File: src/rtl/seven_seg_pkg.sv
// rtl/seven_seg_pkg.sv - shared constants and hex-to-segment table for the scan controller
package seven_seg_pkg;

  // Scan FSM states
  localparam logic [1:0] ST_IDLE  = 2'd0;
  localparam logic [1:0] ST_BLANK = 2'd1;
  localparam logic [1:0] ST_ON    = 2'd2;

  // SEG bit positions, pattern is {dp,g,f,e,d,c,b,a}
  localparam int SEG_A  = 0;
  localparam int SEG_DP = 7;

  // Active-high segment pattern for a hex nibble, dp bit left clear
  function automatic logic [7:0] hex_to_seg(input logic [3:0] i_nibble);
    logic [7:0] w_seg;
    case (i_nibble)
      4'h0: w_seg = 8'h3F;
      4'h1: w_seg = 8'h06;
      4'h2: w_seg = 8'h5B;
      4'h3: w_seg = 8'h4F;
      4'h4: w_seg = 8'h66;
      4'h5: w_seg = 8'h6D;
      4'h6: w_seg = 8'h7D;
      4'h7: w_seg = 8'h07;
      4'h8: w_seg = 8'h7F;
      4'h9: w_seg = 8'h6F;
      4'hA: w_seg = 8'h77;
      4'hB: w_seg = 8'h7C;
      4'hC: w_seg = 8'h39;
      4'hD: w_seg = 8'h5E;
      4'hE: w_seg = 8'h79;
      default: w_seg = 8'h71;
    endcase
    return w_seg;
  endfunction

endpackage

File: src/rtl/seven_seg_hex_decoder.sv
// rtl/seven_seg_hex_decoder.sv - nibble/dp/blank to active-high segment pattern
module seven_seg_hex_decoder
  import seven_seg_pkg::*;
(
  input  logic [3:0] i_nibble,
  input  logic       i_dp,
  input  logic       i_blank,
  output logic [7:0] o_pattern
);

  // A blanked digit stays fully dark, decimal point included
  always_comb begin
    o_pattern = 8'h00;
    if (!i_blank) begin
      o_pattern         = hex_to_seg(i_nibble);
      o_pattern[SEG_DP] = i_dp;
      o_pattern[SEG_A]  = hex_to_seg(i_nibble) >> SEG_A;
    end
  end

endmodule

File: src/rtl/seven_seg_scan_ctrl.sv
// rtl/seven_seg_scan_ctrl.sv - multiplexed 7-segment scan driver with blanking, PWM and double-buffered data
module seven_seg_scan_ctrl
  import seven_seg_pkg::*;
#(
  parameter int C_DIGITS       = 4,
  parameter int C_SCAN_DIV     = 2500,
  parameter int C_BLANK_CYCLES = 16,
  parameter int C_BRIGHT_BITS  = 4,
  parameter bit C_SEG_ACT_LOW  = 1'b0,
  parameter bit C_DIG_ACT_LOW  = 1'b1
) (
  input  logic                     i_clk,
  input  logic                     i_rst,
  input  logic                     i_en,
  input  logic                     i_update_valid,
  output logic                     o_update_ready,
  input  logic [4*C_DIGITS-1:0]    i_update_data,
  input  logic [C_DIGITS-1:0]      i_update_dp,
  input  logic [C_DIGITS-1:0]      i_update_blank,
  input  logic [C_BRIGHT_BITS-1:0] i_brightness,
  output logic [7:0]               o_seg,
  output logic [C_DIGITS-1:0]      o_dig,
  output logic                     o_frame_done
);

  localparam int CW = (C_SCAN_DIV > 2) ? $clog2(C_SCAN_DIV) : 1;
  localparam int DW = (C_DIGITS > 1) ? $clog2(C_DIGITS) : 1;
  localparam logic [CW-1:0] BLANK_LAST = CW'(C_BLANK_CYCLES - 1);
  localparam logic [CW-1:0] ON_LAST    = CW'(C_SCAN_DIV - C_BLANK_CYCLES - 1);
  localparam logic [DW-1:0] DIG_LAST   = DW'(C_DIGITS - 1);
  localparam logic [7:0]          SEG_OFF = {8{C_SEG_ACT_LOW}};
  localparam logic [C_DIGITS-1:0] DIG_OFF = {C_DIGITS{C_DIG_ACT_LOW}};

  if ((C_SCAN_DIV <= C_BLANK_CYCLES) || (C_BLANK_CYCLES < 1) || (C_DIGITS < 1) || (C_DIGITS > 16)) begin : g_bad_params
    $error("seven_seg_scan_ctrl: C_SCAN_DIV must exceed C_BLANK_CYCLES (>=1), C_DIGITS in 1..16");
  end

  logic [1:0]               r_state;
  logic [CW-1:0]            r_cnt;
  logic [DW-1:0]            r_digit;
  logic [C_BRIGHT_BITS-1:0] r_pwm;
  logic [C_BRIGHT_BITS-1:0] r_bright;
  logic                     r_frame_done;
  logic [7:0]               r_seg;
  logic [C_DIGITS-1:0]      r_dig;
  logic [4*C_DIGITS-1:0]    r_act_data, r_pnd_data;
  logic [C_DIGITS-1:0]      r_act_dp, r_pnd_dp;
  logic [C_DIGITS-1:0]      r_act_blank, r_pnd_blank;
  logic                     r_pnd_full;

  logic                w_boundary, w_capture, w_transfer, w_on, w_dig_on;
  logic [3:0]          w_nibble;
  logic [7:0]          w_pattern;
  logic [C_DIGITS-1:0] w_dig_onehot;

  assign w_boundary     = (r_state == ST_ON) && (r_cnt == ON_LAST) && (r_digit == DIG_LAST);
  assign o_update_ready = !r_pnd_full && !i_rst;
  assign w_capture      = i_update_valid && o_update_ready;
  // r_frame_done marks the first cycle of a new frame, so a capture made on
  // that same cycle waits for the next boundary
  assign w_transfer     = r_pnd_full && (r_frame_done || (r_state == ST_IDLE));
  // EN gates the pins directly so they go dark on the cycle after EN drops
  assign w_on           = i_en && (r_state == ST_ON);
  assign w_dig_on       = w_on && (r_pwm < r_bright);
  assign w_nibble       = r_act_data[{r_digit, 2'b00} +: 4];
  assign w_dig_onehot   = C_DIGITS'(1) << r_digit;

  seven_seg_hex_decoder u_decoder (
    .i_nibble  (w_nibble),
    .i_dp      (r_act_dp[r_digit]),
    .i_blank   (r_act_blank[r_digit]),
    .o_pattern (w_pattern)
  );

  // Slot sequencer: BLANK then ON per digit, PWM counter restarted and brightness latched on ON entry
  always_ff @(posedge i_clk) begin
    if (i_rst || !i_en) begin
      r_state <= ST_IDLE;
      r_cnt   <= '0;
      r_digit <= '0;
      if (i_rst) begin
        r_pwm    <= '0;
        r_bright <= '0;
      end
    end else begin
      case (r_state)
        ST_IDLE: begin
          r_state <= ST_BLANK;
          r_cnt   <= '0;
        end
        ST_BLANK: begin
          if (r_cnt == BLANK_LAST) begin
            r_state  <= ST_ON;
            r_cnt    <= '0;
            r_pwm    <= '0;
            r_bright <= i_brightness;
          end else begin
            r_cnt <= r_cnt + 1'b1;
          end
        end
        ST_ON: begin
          r_pwm <= r_pwm + 1'b1;
          if (r_cnt == ON_LAST) begin
            r_state <= ST_BLANK;
            r_cnt   <= '0;
            r_digit <= (r_digit == DIG_LAST) ? '0 : r_digit + 1'b1;
          end else begin
            r_cnt <= r_cnt + 1'b1;
          end
        end
        default: r_state <= ST_IDLE;
      endcase
    end
  end

  // Active buffer and pending-full flag; reset leaves the display dark and drops pending data
  always_ff @(posedge i_clk) begin
    if (i_rst) begin
      r_act_data  <= '0;
      r_act_dp    <= '0;
      r_act_blank <= '1;
      r_pnd_full  <= 1'b0;
    end else if (w_capture) begin
      r_pnd_full <= 1'b1;
    end else if (w_transfer) begin
      r_act_data  <= r_pnd_data;
      r_act_dp    <= r_pnd_dp;
      r_act_blank <= r_pnd_blank;
      r_pnd_full  <= 1'b0;
    end
  end

  // Pending buffer payload, only meaningful while r_pnd_full is set
  always_ff @(posedge i_clk) begin
    if (w_capture) begin
      r_pnd_data  <= i_update_data;
      r_pnd_dp    <= i_update_dp;
      r_pnd_blank <= i_update_blank;
    end
  end

  // Registered pins; polarity is applied only here
  always_ff @(posedge i_clk) begin
    if (i_rst) begin
      r_seg        <= SEG_OFF;
      r_dig        <= DIG_OFF;
      r_frame_done <= 1'b0;
    end else begin
      r_seg        <= w_on ? (w_pattern ^ SEG_OFF) : SEG_OFF;
      r_dig        <= w_dig_on ? (w_dig_onehot ^ DIG_OFF) : DIG_OFF;
      r_frame_done <= i_en && w_boundary;
    end
  end

  assign o_seg        = r_seg;
  assign o_dig        = r_dig;
  assign o_frame_done = r_frame_done;

endmodule

File: config.mk
export PLATFORM = sky130hd
export DESIGN_NAME = seven_seg_scan_ctrl
export DESIGN_NICKNAME = d
export VERILOG_FILES = /design/src/rtl/seven_seg_pkg.sv /design/src/rtl/seven_seg_hex_decoder.sv /design/src/rtl/seven_seg_scan_ctrl.sv
export SDC_FILE = /design/constraint.sdc
export NUM_CORES = 1
export LEC_CHECK = 0
export CAP_MARGIN = 20
export CORE_MARGIN = 5
export CORE_UTILIZATION = 46
export DETAILED_ROUTE_END_ITERATION = 16
export DONT_BUFFER_PORTS = 1
export MAX_ROUTING_LAYER = met4
export PLACE_DENSITY_LB_ADDON = 0.25
export SYNTH_ARGS = -nofsm -noshare
export SYNTH_HDL_FRONTEND = slang
export SYNTH_HIERARCHICAL = 1
export SYNTH_SLANG_ARGS = --single-unit
File: constraint.sdc
create_clock -name i_clk -period 3.31 [get_ports i_clk]
set_input_delay 0.4965 -clock i_clk [delete_from_list [all_inputs] [get_ports i_clk]]
set_output_delay 0.4965 -clock i_clk [all_outputs]
set_load 0.05 [all_outputs]
==> implementation parameters, run 1 <==
Parameter                              Value

Flow run
  Max capacitance violation total    0

Clocking
  Number of buffers created by CTS    9
  Cell at the root of the clock tree    sky130_fd_sc_hd__clkbuf_8
  Post-CTS Hold Buffers    0
  Number of gates given a new drive strength after cts    0
  Clock tree from TritonCTS    built
  # clock sinks    86
  Number of buffers inserted to repair setup after CTS    0
  H-tree levels    3
  Maximum clock insertion buffer count    2
  Clock transition at path regs    0.09 ns
  Source-to-sink clock delay at the later pin of the worst-skew pair    0.35 ns

Route
  Post-detailed-route wirelength per cell    14.2 um
  Average via count per standard cell    5.29
  Total wire length after detailed routing    6640 um
  Post-route DRC violation count    0
  Antenna viol nets, final    0
  DRC marker count from the first detailed-route iteration    119
  Number of optimization iterations in the first detailed-route pass    4
  Total via count after detailed routing    2472

Setup path
  Slack of the worst reg-to-reg path    0.94 ns
  Crit Path Category    flop to flop
  Worst setup startpoint    r_digit[0]$_SDFFE_PP0P_
  Cell breakdown of the critical path    mux4_2 > inv_1 > ha_1 > inv_1 > mux4_2 > nor2_1 > and3_1
  Delay of the slowest cell on the worst path    0.66 ns
  Slowest library cell on the worst path    sky130_fd_sc_hd__dfxtp_1
  FF-to-FF Start    r_digit[0]$_SDFFE_PP0P_
  Element type at the critical path end    flop
  Dominant delay contributor by cell family on the critical path    multiplexers
  Endpoint arrival time on the critical path    2.67 ns
  Worst-path fanout max    11
  Data required, critical path    3.61 ns
  Crit start category    flop
  Number of buffers and inverters on the critical path    2

Timing
  Pins Over Slew Limit    0
  Total negative setup slack    0 ns
  Setup repair after global routing missed its margin    false
  Slew HR    0.350
  Worst Clk Skew    0.00893 ns
  Crit share post-route    0.716
  Slew at the pin with the worst max-slew slack    0.975 ns
  Final setup fails    0
  Highest clock rate    422 MHz
  Number of hold-slack violations in the final timing report    0
  Final critical path time including I/O delays and setup    2.37 ns

Worst hold path
  Critical hold path startpoint    i_rst
  Hold/Removal Path Class    primary input to flop

Global route
  Global-route wire length before repair    11200 um
  Pin count of the biggest net entering global routing    31
  Sum of overflow across all layers after global routing    0
  Number of global-route vias before repair    2355
  Total global-route track usage    0.146
  Number of antenna violations at the first check in global routing    0

Yosys
  Synthesized area divided by synthesized cell count    10.4 um^2
  Post-synth ARST share    0
  Portion of synthesized cell area occupied by the leading cell type    0.289
  Flop and latch count out of synthesis    86
  Combined area of all synthesized cells    0.00375 mm^2
  Cell type with the highest aggregate area in the netlist    sky130_fd_sc_hd__dfxtp_1
  Synthesis Warnings    6
  Netlist cell types    45
  Number of synthesized flops with an enable pin    32
  Nets in the synthesized netlist    410
  Portion of the post-synthesis area used by sequential elements    0.545
  Main area contributors after synthesis    sky130_fd_sc_hd__dfxtp_1, sky130_fd_sc_hd__edfxtp_1, sky130_fd_sc_hd__nand2_1, sky130_fd_sc_hd__ha_1, sky130_fd_sc_hd__mux4_2
  Commonest register cell after synthesis    sky130_fd_sc_hd__dfxtp_1
  Cell count after synthesis    359

Floorplanning
  Row Count    33
  Die height    100 um
  I/O pins    46
  Die outline area    0.0100 mm^2
  Die W    100 um
  Initial standard-cell utilization of the core    0.463
  Core Footprint    0.00809 mm^2

Layout
  Final Util    0.501
  Antenna cells    0
  Fill cell total of the finished layout    775
  P&R area growth vs syn    8.22%
  Area of the multi-input gates    0.00157 mm^2
  Share of final-layout standard cells stronger than drive strength 1    0.108
  Final net count    408
  Sequential cell area    0.00204 mm^2
  Area of all placed cells without fillers    0.00405 mm^2

Placed design
  Post-DP HPWL    4880 um
  Number of buffers inserted by port buffering    0
  Routability congestion estimate from global placement    0.826
  Placement Cell Area    0.00383 mm^2

Pwr
  Peak supply drop    0.358 mV
  Power Total    2.06 mW
  Power density over the cells    509 mW/mm^2
  Leakage dissipation    1.44 nW

Status
  Outcome    completed
-- path summary, 6_finish.rpt --
path,cells past startpoint,end
worst max-delay path,7,o_seg[3]$_SDFF_PP0_
worst min-delay path,1,r_pnd_full$_SDFFE_PP0P_
worst max register to register,7,o_seg[3]$_SDFF_PP0_
worst min register to register,2,r_act_dp[2]$_SDFFE_PP0P_
-- cell families (layout without fill, tap and decap cells) --
group           after synthesis  after routing  synth area share
compound gates               59             59             0.102
xor+xnor                      7              7            0.0164
fa+ha+maj                    19             19            0.0635
buf+inv                      33             36            0.0357
flops                        86             86             0.545
mux                          10             10            0.0504
simple gates                145            145             0.187
-- layout make-up --
class / count / share of cell area
flip-flops and latches: 86 / 0.504
well taps: 105 / 0.0324
multi-input cells: 240 / 0.387
inverters: 16 / 0.0148
clock buffers: 9 / 0.0306
repair buffers: 4 / 0.00741
clock inverters: 7 / 0.0238
-- cells in the mapped netlist, types with 4 or more instances --
cell / count
sky130_fd_sc_hd__mux4_2: 7
sky130_fd_sc_hd__inv_1: 16
sky130_fd_sc_hd__and3_1: 10
sky130_fd_sc_hd__nand3_1: 6
sky130_fd_sc_hd__nor2_1: 19
sky130_fd_sc_hd__xnor2_1: 4
sky130_fd_sc_hd__ha_1: 19
sky130_fd_sc_hd__nand2_1: 71
sky130_fd_sc_hd__a211oi_1: 9
sky130_fd_sc_hd__nor3_1: 5
sky130_fd_sc_hd__o21ai_0: 6
sky130_fd_sc_hd__clkbuf_1: 14
sky130_fd_sc_hd__dfxtp_1: 54
sky130_fd_sc_hd__nand2b_1: 4
sky130_fd_sc_hd__nand3b_1: 6
sky130_fd_sc_hd__edfxtp_1: 32
sky130_fd_sc_hd__nor2b_1: 4
sky130_fd_sc_hd__and2_1: 5
sky130_fd_sc_hd__a21oi_1: 27
-- report_power, final --
part / internal, mW / leakage, nW / switching (mW)
registers: 1.13 / 0.741 / 0.0156
clock network: 0.426 / 0.102 / 0.376
logic: 0.0455 / 0.596 / 0.0674
-- metal layers --
metal / wire length (um) / track usage / share of wire
met1: 3170 / 0.195 / 0.48
met2: 3040 / 0.215 / 0.46
met3: 304 / 0.0292 / 0.046
met4: 116 / 0.0674 / 0.017
met5: 0 / - / 0
-- cell usage in the layout, fill, tap and decap left out, types with 6 or more instances in the layout --
master                      n
sky130_fd_sc_hd__a211oi_1   9
sky130_fd_sc_hd__a21oi_1   27
sky130_fd_sc_hd__and3_1    10
sky130_fd_sc_hd__clkbuf_8   9
sky130_fd_sc_hd__dfxtp_1   54
sky130_fd_sc_hd__edfxtp_1  32
sky130_fd_sc_hd__ha_1      19
sky130_fd_sc_hd__inv_1     16
sky130_fd_sc_hd__mux4_2     7
sky130_fd_sc_hd__nand2_1   71
sky130_fd_sc_hd__nand3_1    6
sky130_fd_sc_hd__nand3b_1   6
sky130_fd_sc_hd__nor2_1    19
sky130_fd_sc_hd__o21ai_0    6
-- worst register-to-register path: stages (launching register included) --
cell                      delay, ns
sky130_fd_sc_hd__dfxtp_1       0.66
sky130_fd_sc_hd__mux4_2        0.64
sky130_fd_sc_hd__inv_1         0.15
sky130_fd_sc_hd__ha_1          0.15
sky130_fd_sc_hd__inv_1         0.04
sky130_fd_sc_hd__mux4_2        0.44
sky130_fd_sc_hd__nor2_1        0.09
sky130_fd_sc_hd__and3_1        0.14
-- sequential cells by signal (all words and copies together) (netlist names) --
signal,cells
o_dig,4
o_frame_done,1
o_seg,8
r_act_blank,4
r_act_data,16
r_act_dp,4
r_bright,4
r_cnt,12
r_digit,2
r_pnd_blank,4
r_pnd_data,16
r_pnd_dp,4
r_pnd_full,1
r_pwm,4
r_state,2
-- stage by stage --
stage	hold slack, ns	setup WS [ns]	instances
after floorplan	0.432	0.844	359
after global placement	0.438	0.971	451
after detailed placement	0.444	0.923	451
after CTS	0.198	0.905	467
after global routing	0.192	0.725	467
final	0.210	0.940	467
Power figures use the tool's default switching activity.
==> inputs of run 2 (changes only) <==
==> constraint.sdc (replaced) <==
create_clock -name i_clk -period 2.4 [get_ports i_clk]
set_input_delay 0.36 -clock i_clk [delete_from_list [all_inputs] [get_ports i_clk]]
set_output_delay 0.36 -clock i_clk [all_outputs]
set_load 0.05 [all_outputs]
==> implementation parameters, run 2 (same netlist as run 1, synthesis figures left out) <==
Parameter                              Value

Pwr
  Total net switching power    0.659 mW (+44%)
  Switching Share    0.220 (-0.00224)
  Relative contribution of the clock network to total power    0.419 (+0.030)
  Power density over the cells    723 mW/mm^2 (+42%)
  Portion of total power attributed to sequential cells    0.529 (-0.028)
  Peak supply drop    0.413 mV (+15%)
  Power Internal    2.33 mW (+45%)
  Combinational group share of total power    0.052 (-0.003)
  Leakage dissipation    1.50 nW (+4.3%)
  Power Total    2.99 mW (+45%)

Timing
  Crit share post-route    0.866 (+0.150)
  Final critical path time including I/O delays and setup    2.08 ns (-0.292 ns)
  Total negative setup slack    0 ns (unchanged)
  Worst hold slack after final layout    0.0710 ns (-0.139 ns)
  PnR worst setup slack    0.322 ns (-0.618 ns)
  Number of hold-slack violations in the final timing report    0 (unchanged)
  Slew HR    0.672 (+0.322)
  Final setup fails    0 (unchanged)
  Highest clock rate    481 MHz (+14%)
  Setup repair after global routing missed its margin    false
  Pins Over Slew Limit    0 (unchanged)
  Worst Clk Skew    0.0107 ns (+0.00172 ns)
  Slew at the pin with the worst max-slew slack    0.491 ns (-0.484 ns)

Route
  Post-route DRC violation count    0 (unchanged)
  Total via count after detailed routing    2464 (-0.32%)
  Average via count per standard cell    5.20 (-1.8%)
  DRC marker count from the first detailed-route iteration    123 (+3.4%)
  Post-detailed-route wirelength per cell    14.5 um (+1.7%)
  Antenna viol nets, final    0 (unchanged)
  Number of optimization iterations in the first detailed-route pass    4 (unchanged)
  Total wire length after detailed routing    6850 um (+3.2%)

Layout
  Most frequent standard cell in the layout excluding fill and tap cells    sky130_fd_sc_hd__nand2_1
  Area of all placed cells without fillers    0.00414 mm^2 (+2.1%)
  Regs by FF count    r_act_data x16, r_pnd_data x16, r_cnt x12
  Area of the multi-input gates    0.00157 mm^2 (unchanged)
  Sequential cell area    0.00204 mm^2 (unchanged)
  Share of final-layout standard cells stronger than drive strength 1    0.125 (+0.0169)
  P&R area growth vs syn    10.5%
  Commonest non-fill, non-tap cells in the layout    sky130_fd_sc_hd__nand2_1, sky130_fd_sc_hd__dfxtp_1, sky130_fd_sc_hd__edfxtp_1, sky130_fd_sc_hd__a21oi_1
  Fill cell total of the finished layout    764 (-1.4%)
  Antenna cells    0 (unchanged)
  Final net count    415 (+1.7%)

Global route
  Number of global-route vias before repair    2423 (+2.9%)
  Global-route wire length before repair    11600 um (+3.6%)
  Sum of overflow across all layers after global routing    0 (unchanged)
  Total global-route track usage    0.151 (+0.00451)
  Pin count of the biggest net entering global routing    31 (unchanged)
  Number of antenna violations at the first check in global routing    0 (unchanged)

Setup path
  Cell breakdown of the critical path    ha_1 > nand4bb_1 > nor4_1 > buf_4 > nand2_1 > or3_2 > a21oi_1
  Crit Path Category    flop to flop
  Number of buffers and inverters on the critical path    1 (-1)
  Endpoint arrival time on the critical path    2.37 ns (-0.30 ns)
  Worst-path fanout max    5 (-6)
  Dominant delay contributor by cell family on the critical path    simple AND/OR/NAND/NOR gates
  Crit start category    flop
  Element type at the critical path end    flop
  Delay of the slowest cell on the worst path    0.41 ns (-0.25 ns)
  Slowest library cell on the worst path    sky130_fd_sc_hd__or3_2
  Data required, critical path    2.69 ns (-0.92 ns)

Worst hold path
  Hold/Removal Path Class    primary input to flop

Floorplanning
  I/O pins    46 (unchanged)
  Initial standard-cell utilization of the core    0.463 (unchanged)
  Core Footprint    0.00809 mm^2 (unchanged)
  Die height    100 um (unchanged)
  Die W    100 um (unchanged)
  Row Count    33 (unchanged)
  Die outline area    0.0100 mm^2 (unchanged)

Clocking
  Number of gates given a new drive strength after cts    0 (unchanged)
  Source-to-sink clock delay at the later pin of the worst-skew pair    0.35 ns (about the same)
  Number of buffers inserted to repair setup after CTS    0 (unchanged)
  Number of buffers created by CTS    9 (unchanged)
  Cell at the root of the clock tree    sky130_fd_sc_hd__clkbuf_8
  Maximum clock insertion buffer count    2 (unchanged)
  # clock sinks    86 (unchanged)
  Clock tree from TritonCTS    built
  Clock transition at path regs    0.09 ns (about the same)
  Post-CTS Hold Buffers    0 (unchanged)
  H-tree levels    3 (unchanged)

Placed design
  Routability congestion estimate from global placement    0.866 (+4.9%)
  Placement Cell Area    0.00389 mm^2 (+1.4%)
  Post-DP HPWL    5030 um (+3.1%)
  Post-placement setup slack    0.190 ns (-0.733 ns)
  Number of buffers inserted by port buffering    0 (unchanged)

Flow run
  Max capacitance violation total    0 (unchanged)

Status
  Outcome    completed
run 2: final timing paths:
path                             from                         end  slack, ns  depth (start not counted)
max             r_cnt[0]$_SDFFE_PP0N_     r_digit[0]$_SDFFE_PP0P_       0.32                          7
min                             i_rst  r_act_data[0]$_SDFFE_PP0P_       0.07                          1
max reg2reg     r_cnt[0]$_SDFFE_PP0N_     r_digit[0]$_SDFFE_PP0P_       0.32                          7
min reg2reg  r_act_dp[2]$_SDFFE_PP0P_    r_act_dp[2]$_SDFFE_PP0P_       0.45                          2
run 2: layer usage:
metal / track usage / up-vias / share of wire / wire length [um]
met5: - / - / 0 / 0
met4: 0.0611 / 0 / 0.013 / 88
met3: 0.0306 / 9 / 0.044 / 298
met2: 0.224 / 61 / 0.46 / 3140
met1: 0.202 / 1138 / 0.49 / 3320
li1: - / 1256 / - / -
run 2: cell type report:
cell class,count,share of cell area
Multi-Input combinational cell,240,0.379
Clock inverter,7,0.0308
Tap cell,105,0.0318
Timing Repair Buffer,11,0.0200
Clock buffer,9,0.0299
Sequential cell,86,0.493
Inverter,16,0.0145
run 2: power by group through the flow:
| stage | clock network, mW | logic (mW) | registers, mW |
|---|---|---|---|
| final | 1.25 | 0.156 | 1.58 |
| after global routing | 1.35 | 0.178 | 1.59 |
| after CTS | 1.29 | 0.158 | 1.58 |
| after detailed placement | 0 | 0.157 | 1.62 |
| after global placement | 0 | 0.155 | 1.62 |
| after floorplan | 0 | 0.134 | 1.61 |
run 2: worst reg2reg max path, stage by stage, from the launching register on:
cell,delay (ns)
sky130_fd_sc_hd__dfxtp_1,0.38
sky130_fd_sc_hd__ha_1,0.26
sky130_fd_sc_hd__nand4bb_1,0.20
sky130_fd_sc_hd__nor4_1,0.36
sky130_fd_sc_hd__buf_4,0.18
sky130_fd_sc_hd__nand2_1,0.07
sky130_fd_sc_hd__or3_2,0.41
sky130_fd_sc_hd__a21oi_1,0.14
run 2: through the flow:
step / std cells / utilization
detailed placement: 458 / 0.480
CTS: 474 / 0.511
global placement: 458 / 0.480
finish: 474 / 0.511
global route: 474 / 0.511
floorplan: 359 / -
==> inputs of run 3 (changes only) <==
--- a/config.mk
+++ b/config.mk
@@ -5,6 +5,7 @@
 export SDC_FILE = /design/constraint.sdc
 export NUM_CORES = 1
 export LEC_CHECK = 0
+export ABC_AREA = 1
 export CAP_MARGIN = 20
 export CORE_MARGIN = 5
 export CORE_UTILIZATION = 46
==> implementation parameters, run 3 <==
Parameter                              Value

Yosys
  Flop and latch count out of synthesis    86 (unchanged)
  Main area contributors after synthesis    sky130_fd_sc_hd__dfxtp_1, sky130_fd_sc_hd__edfxtp_1, sky130_fd_sc_hd__nor2_1, sky130_fd_sc_hd__ha_1, sky130_fd_sc_hd__o21ai_0
  Synthesis Warnings    6 (unchanged)
  Combined area of all synthesized cells    0.00389 mm^2 (+3.7%)
  Cell count after synthesis    447 (+25%)
  Post-synth ARST share    0 (unchanged)
  Number of synthesized flops with an enable pin    32 (unchanged)
  Portion of the post-synthesis area used by sequential elements    0.525 (-0.0197)
  Cell type with the highest aggregate area in the netlist    sky130_fd_sc_hd__dfxtp_1
  Library cell with the highest instance count after synthesis    sky130_fd_sc_hd__nor2_1
  Commonest cells in the synthesized netlist    sky130_fd_sc_hd__nor2_1, sky130_fd_sc_hd__nand2_1, sky130_fd_sc_hd__dfxtp_1
  Portion of synthesized cell area occupied by the leading cell type    0.278 (-0.0104)
  Nets in the synthesized netlist    498 (+21%)
  Netlist cell types    30 (-33%)
  Commonest register cell after synthesis    sky130_fd_sc_hd__dfxtp_1
  Synthesized area divided by synthesized cell count    8.69 um^2 (-17%)

Layout
  Antenna cells    0 (unchanged)
  Final standard cell count with taps included and fillers excluded    561 (+18%)
  Most frequent standard cell in the layout excluding fill and tap cells    sky130_fd_sc_hd__nor2_1
  Final net count    502 (+21%)
  Commonest non-fill, non-tap cells in the layout    sky130_fd_sc_hd__nor2_1, sky130_fd_sc_hd__nand2_1, sky130_fd_sc_hd__dfxtp_1, sky130_fd_sc_hd__inv_1, sky130_fd_sc_hd__o21ai_0
  Share of final-layout standard cells stronger than drive strength 1    0.110 (-0.0150)
  Area of all placed cells without fillers    0.00420 mm^2 (+1.6%)
  Regs by FF count    r_act_data x16, r_pnd_data x16, r_cnt x12
  P&R area growth vs syn    8.15%
  Final Util    0.511 (about the same)

Setup path
  Crit start category    flop
  Worst-path fanout max    15 (+10)
  Slack of the worst reg-to-reg path    0.18 ns (-0.14 ns)
  Slowest library cell on the worst path    sky130_fd_sc_hd__dfxtp_1
  Most repeated library cell on the critical path    sky130_fd_sc_hd__inv_1
  R2r worst-path depth    10 (+3)
  Data required, critical path    2.63 ns (-0.06 ns)
  Element type at the critical path end    flop
  Crit Path Category    flop to flop
  Endpoint arrival time on the critical path    2.45 ns (+0.08 ns)
  Worst R2R End    o_seg[3]$_SDFF_PP0_
  Dominant delay contributor by cell family on the critical path    buffers and inverters
  Cell breakdown of the critical path    inv_1 > o21ai_0 > o22ai_1 > inv_1 > ha_1 > nand3b_1 > nand3_1 > nor2_1 > inv_1 > nor2_1
  Delay of the slowest cell on the worst path    0.45 ns (+0.04 ns)
  Number of buffers and inverters on the critical path    3 (+2)
  FF-to-FF Start    r_digit[0]$_SDFFE_PP0P_

Placed design
  Routability congestion estimate from global placement    0.880 (+1.6%)
  Number of buffers inserted by port buffering    0 (unchanged)
  Post-DP HPWL    5560 um (+11%)
  Placement Cell Area    0.00398 mm^2 (+2.5%)
  Post-placement setup slack    0.246 ns (+0.0566 ns)
  Placed Cells incl. Taps    545 (+19%)

Timing
  Pins Over Slew Limit    0 (unchanged)
  Highest clock rate    450 MHz (-6.5%)
  Slew HR    0.428 (-0.244)
  PnR worst setup slack    0.178 ns (-0.144 ns)
  Final critical path time including I/O delays and setup    2.22 ns (+0.144 ns)
  Worst Clk Skew    0.0132 ns (+0.00254 ns)
  Slew at the pin with the worst max-slew slack    0.858 ns (+0.367 ns)
  Total negative setup slack    0 ns (unchanged)
  Setup repair after global routing missed its margin    false
  Worst hold slack after final layout    0.0935 ns (+0.0224 ns)
  Crit share post-route    0.926 (+0.0599)
  Final setup fails    0 (unchanged)
  Number of hold-slack violations in the final timing report    0 (unchanged)

Route
  Average via count per standard cell    5.04 (-3.0%)
  Post-detailed-route wirelength per cell    13.6 um (-6.1%)
  Number of optimization iterations in the first detailed-route pass    4 (unchanged)
  Total via count after detailed routing    2828 (+15%)
  Antenna viol nets, final    0 (unchanged)
  Post-route DRC violation count    0 (unchanged)
  Total wire length after detailed routing    7620 um (+11%)
  DRC marker count from the first detailed-route iteration    121 (-1.6%)

Floorplanning
  Die W    102 um (+1.7%)
  Core Footprint    0.00822 mm^2 (+1.5%)
  Row Count    33 (unchanged)
  Die outline area    0.0104 mm^2 (+3.4%)
  Initial standard-cell utilization of the core    0.473 (+0.0101)
  I/O pins    46 (unchanged)
  Die height    102 um (+1.7%)

Pwr
  Peak supply drop    0.326 mV (-21%)
  Power density over the cells    707 mW/mm^2 (-2.3%)
  Power Total    2.97 mW (-0.77%)
  Leakage dissipation    1.62 nW (+7.8%)

Clocking
  # clock sinks    86 (unchanged)
  Number of gates given a new drive strength after cts    0 (unchanged)
  Source-to-sink clock delay at the later pin of the worst-skew pair    0.35 ns (about the same)
  Cell at the root of the clock tree    sky130_fd_sc_hd__clkbuf_8
  Number of buffers inserted to repair setup after CTS    0 (unchanged)
  Number of buffers created by CTS    9 (unchanged)
  Clock tree from TritonCTS    built
  Post-CTS Hold Buffers    0 (unchanged)
  Maximum clock insertion buffer count    2 (unchanged)
  H-tree levels    3 (unchanged)
  Clock transition at path regs    0.09 ns (about the same)

Flow run
  Max capacitance violation total    0 (unchanged)

Status
  Outcome    completed

Global route
  Number of antenna violations at the first check in global routing    0 (unchanged)
  Sum of overflow across all layers after global routing    0 (unchanged)
  Global-route wire length before repair    12700 um (+9.7%)
  Total global-route track usage    0.161 (+0.0105)
  Number of global-route vias before repair    2698 (+11%)
  Pin count of the biggest net entering global routing    26 (-16%)

Worst hold path
  Hold Path Sink    r_pnd_data[12]$_DFFE_PP_
  Worst Hold Path Cells    0 (-1)
  Hold/Removal Path Class    primary input to flop
  Critical hold path startpoint    i_update_data[12]
## run 3: cell types whose count changed after synthesis, moves of 6 or more
cell and delta:
sky130_fd_sc_hd__and3_1 -10, sky130_fd_sc_hd__nand4_1 +6, sky130_fd_sc_hd__a21oi_1 -10, sky130_fd_sc_hd__mux4_2 -7, sky130_fd_sc_hd__nand3_1 +13, sky130_fd_sc_hd__nand2_1 -13
sky130_fd_sc_hd__a211oi_1 -8, sky130_fd_sc_hd__clkbuf_1 -9, sky130_fd_sc_hd__nor2_1 +72, sky130_fd_sc_hd__o21ai_0 +38, sky130_fd_sc_hd__inv_1 +30, sky130_fd_sc_hd__nor2_2 +11
## run 3: logic make-up after synthesis
family | after synthesis | synth area share
simple gates | 204 | 0.238
flops | 86 | 0.525
compound gates | 71 | 0.0950
buf+inv | 61 | 0.0673
fa+ha+maj | 19 | 0.0612
xor+xnor | 6 | 0.0135
## run 3: power by group
part           leakage, nW  total, mW  internal (mW)  switching, mW
clock                0.102       1.06          0.525          0.531
combinational        0.770      0.285         0.0933          0.192
sequential           0.744       1.63           1.59         0.0406
## run 3: how the worst max path moves through the flow
stage          slack [ns]                        to  cells after the start               startpoint
2_1_floorplan        0.32  r_pnd_blank[0]$_DFFE_PP_                      3                    i_rst
3_3_place_gp         0.37       o_seg[3]$_SDFF_PP0_                     10  r_digit[0]$_SDFFE_PP0P_
3_5_place_dp         0.25       o_seg[3]$_SDFF_PP0_                     10  r_digit[0]$_SDFFE_PP0P_
4_1_cts              0.22       o_seg[3]$_SDFF_PP0_                     10  r_digit[0]$_SDFFE_PP0P_
5_1_grt             0.009       o_seg[3]$_SDFF_PP0_                     10  r_digit[0]$_SDFFE_PP0P_
6_report             0.18       o_seg[3]$_SDFF_PP0_                     10  r_digit[0]$_SDFFE_PP0P_
## run 3: area by class of cell
type	instances	area (um^2)
fillers	782	4010
flip-flops and latches	86	2040
multi-input cells	300	1600
inverters	49	189
clock buffers	11	141
well taps	105	131
clock inverters	5	66.3
repair buffers	5	37.5
## run 3: worst register-to-register path: stages, from the launching register on
cell and delay [ns]:
sky130_fd_sc_hd__dfxtp_1 0.45, sky130_fd_sc_hd__inv_1 0.26, sky130_fd_sc_hd__o21ai_0 0.12, sky130_fd_sc_hd__o22ai_1 0.34, sky130_fd_sc_hd__inv_1 0.18, sky130_fd_sc_hd__ha_1 0.35
sky130_fd_sc_hd__nand3b_1 0.16, sky130_fd_sc_hd__nand3_1 0.10, sky130_fd_sc_hd__nor2_1 0.04, sky130_fd_sc_hd__inv_1 0.05, sky130_fd_sc_hd__nor2_1 0.04
## run 3: metal layers
| layer | vias to the layer above | wire length, um | GRT usage |
|---|---|---|---|
| met3 | 5 | 333 | 0.0369 |
| met2 | 68 | 3460 | 0.240 |
| met1 | 1293 | 3740 | 0.216 |
| met5 | - | 0 | - |
| met4 | 0 | 87 | 0.0585 |
| li1 | 1462 | - | - |
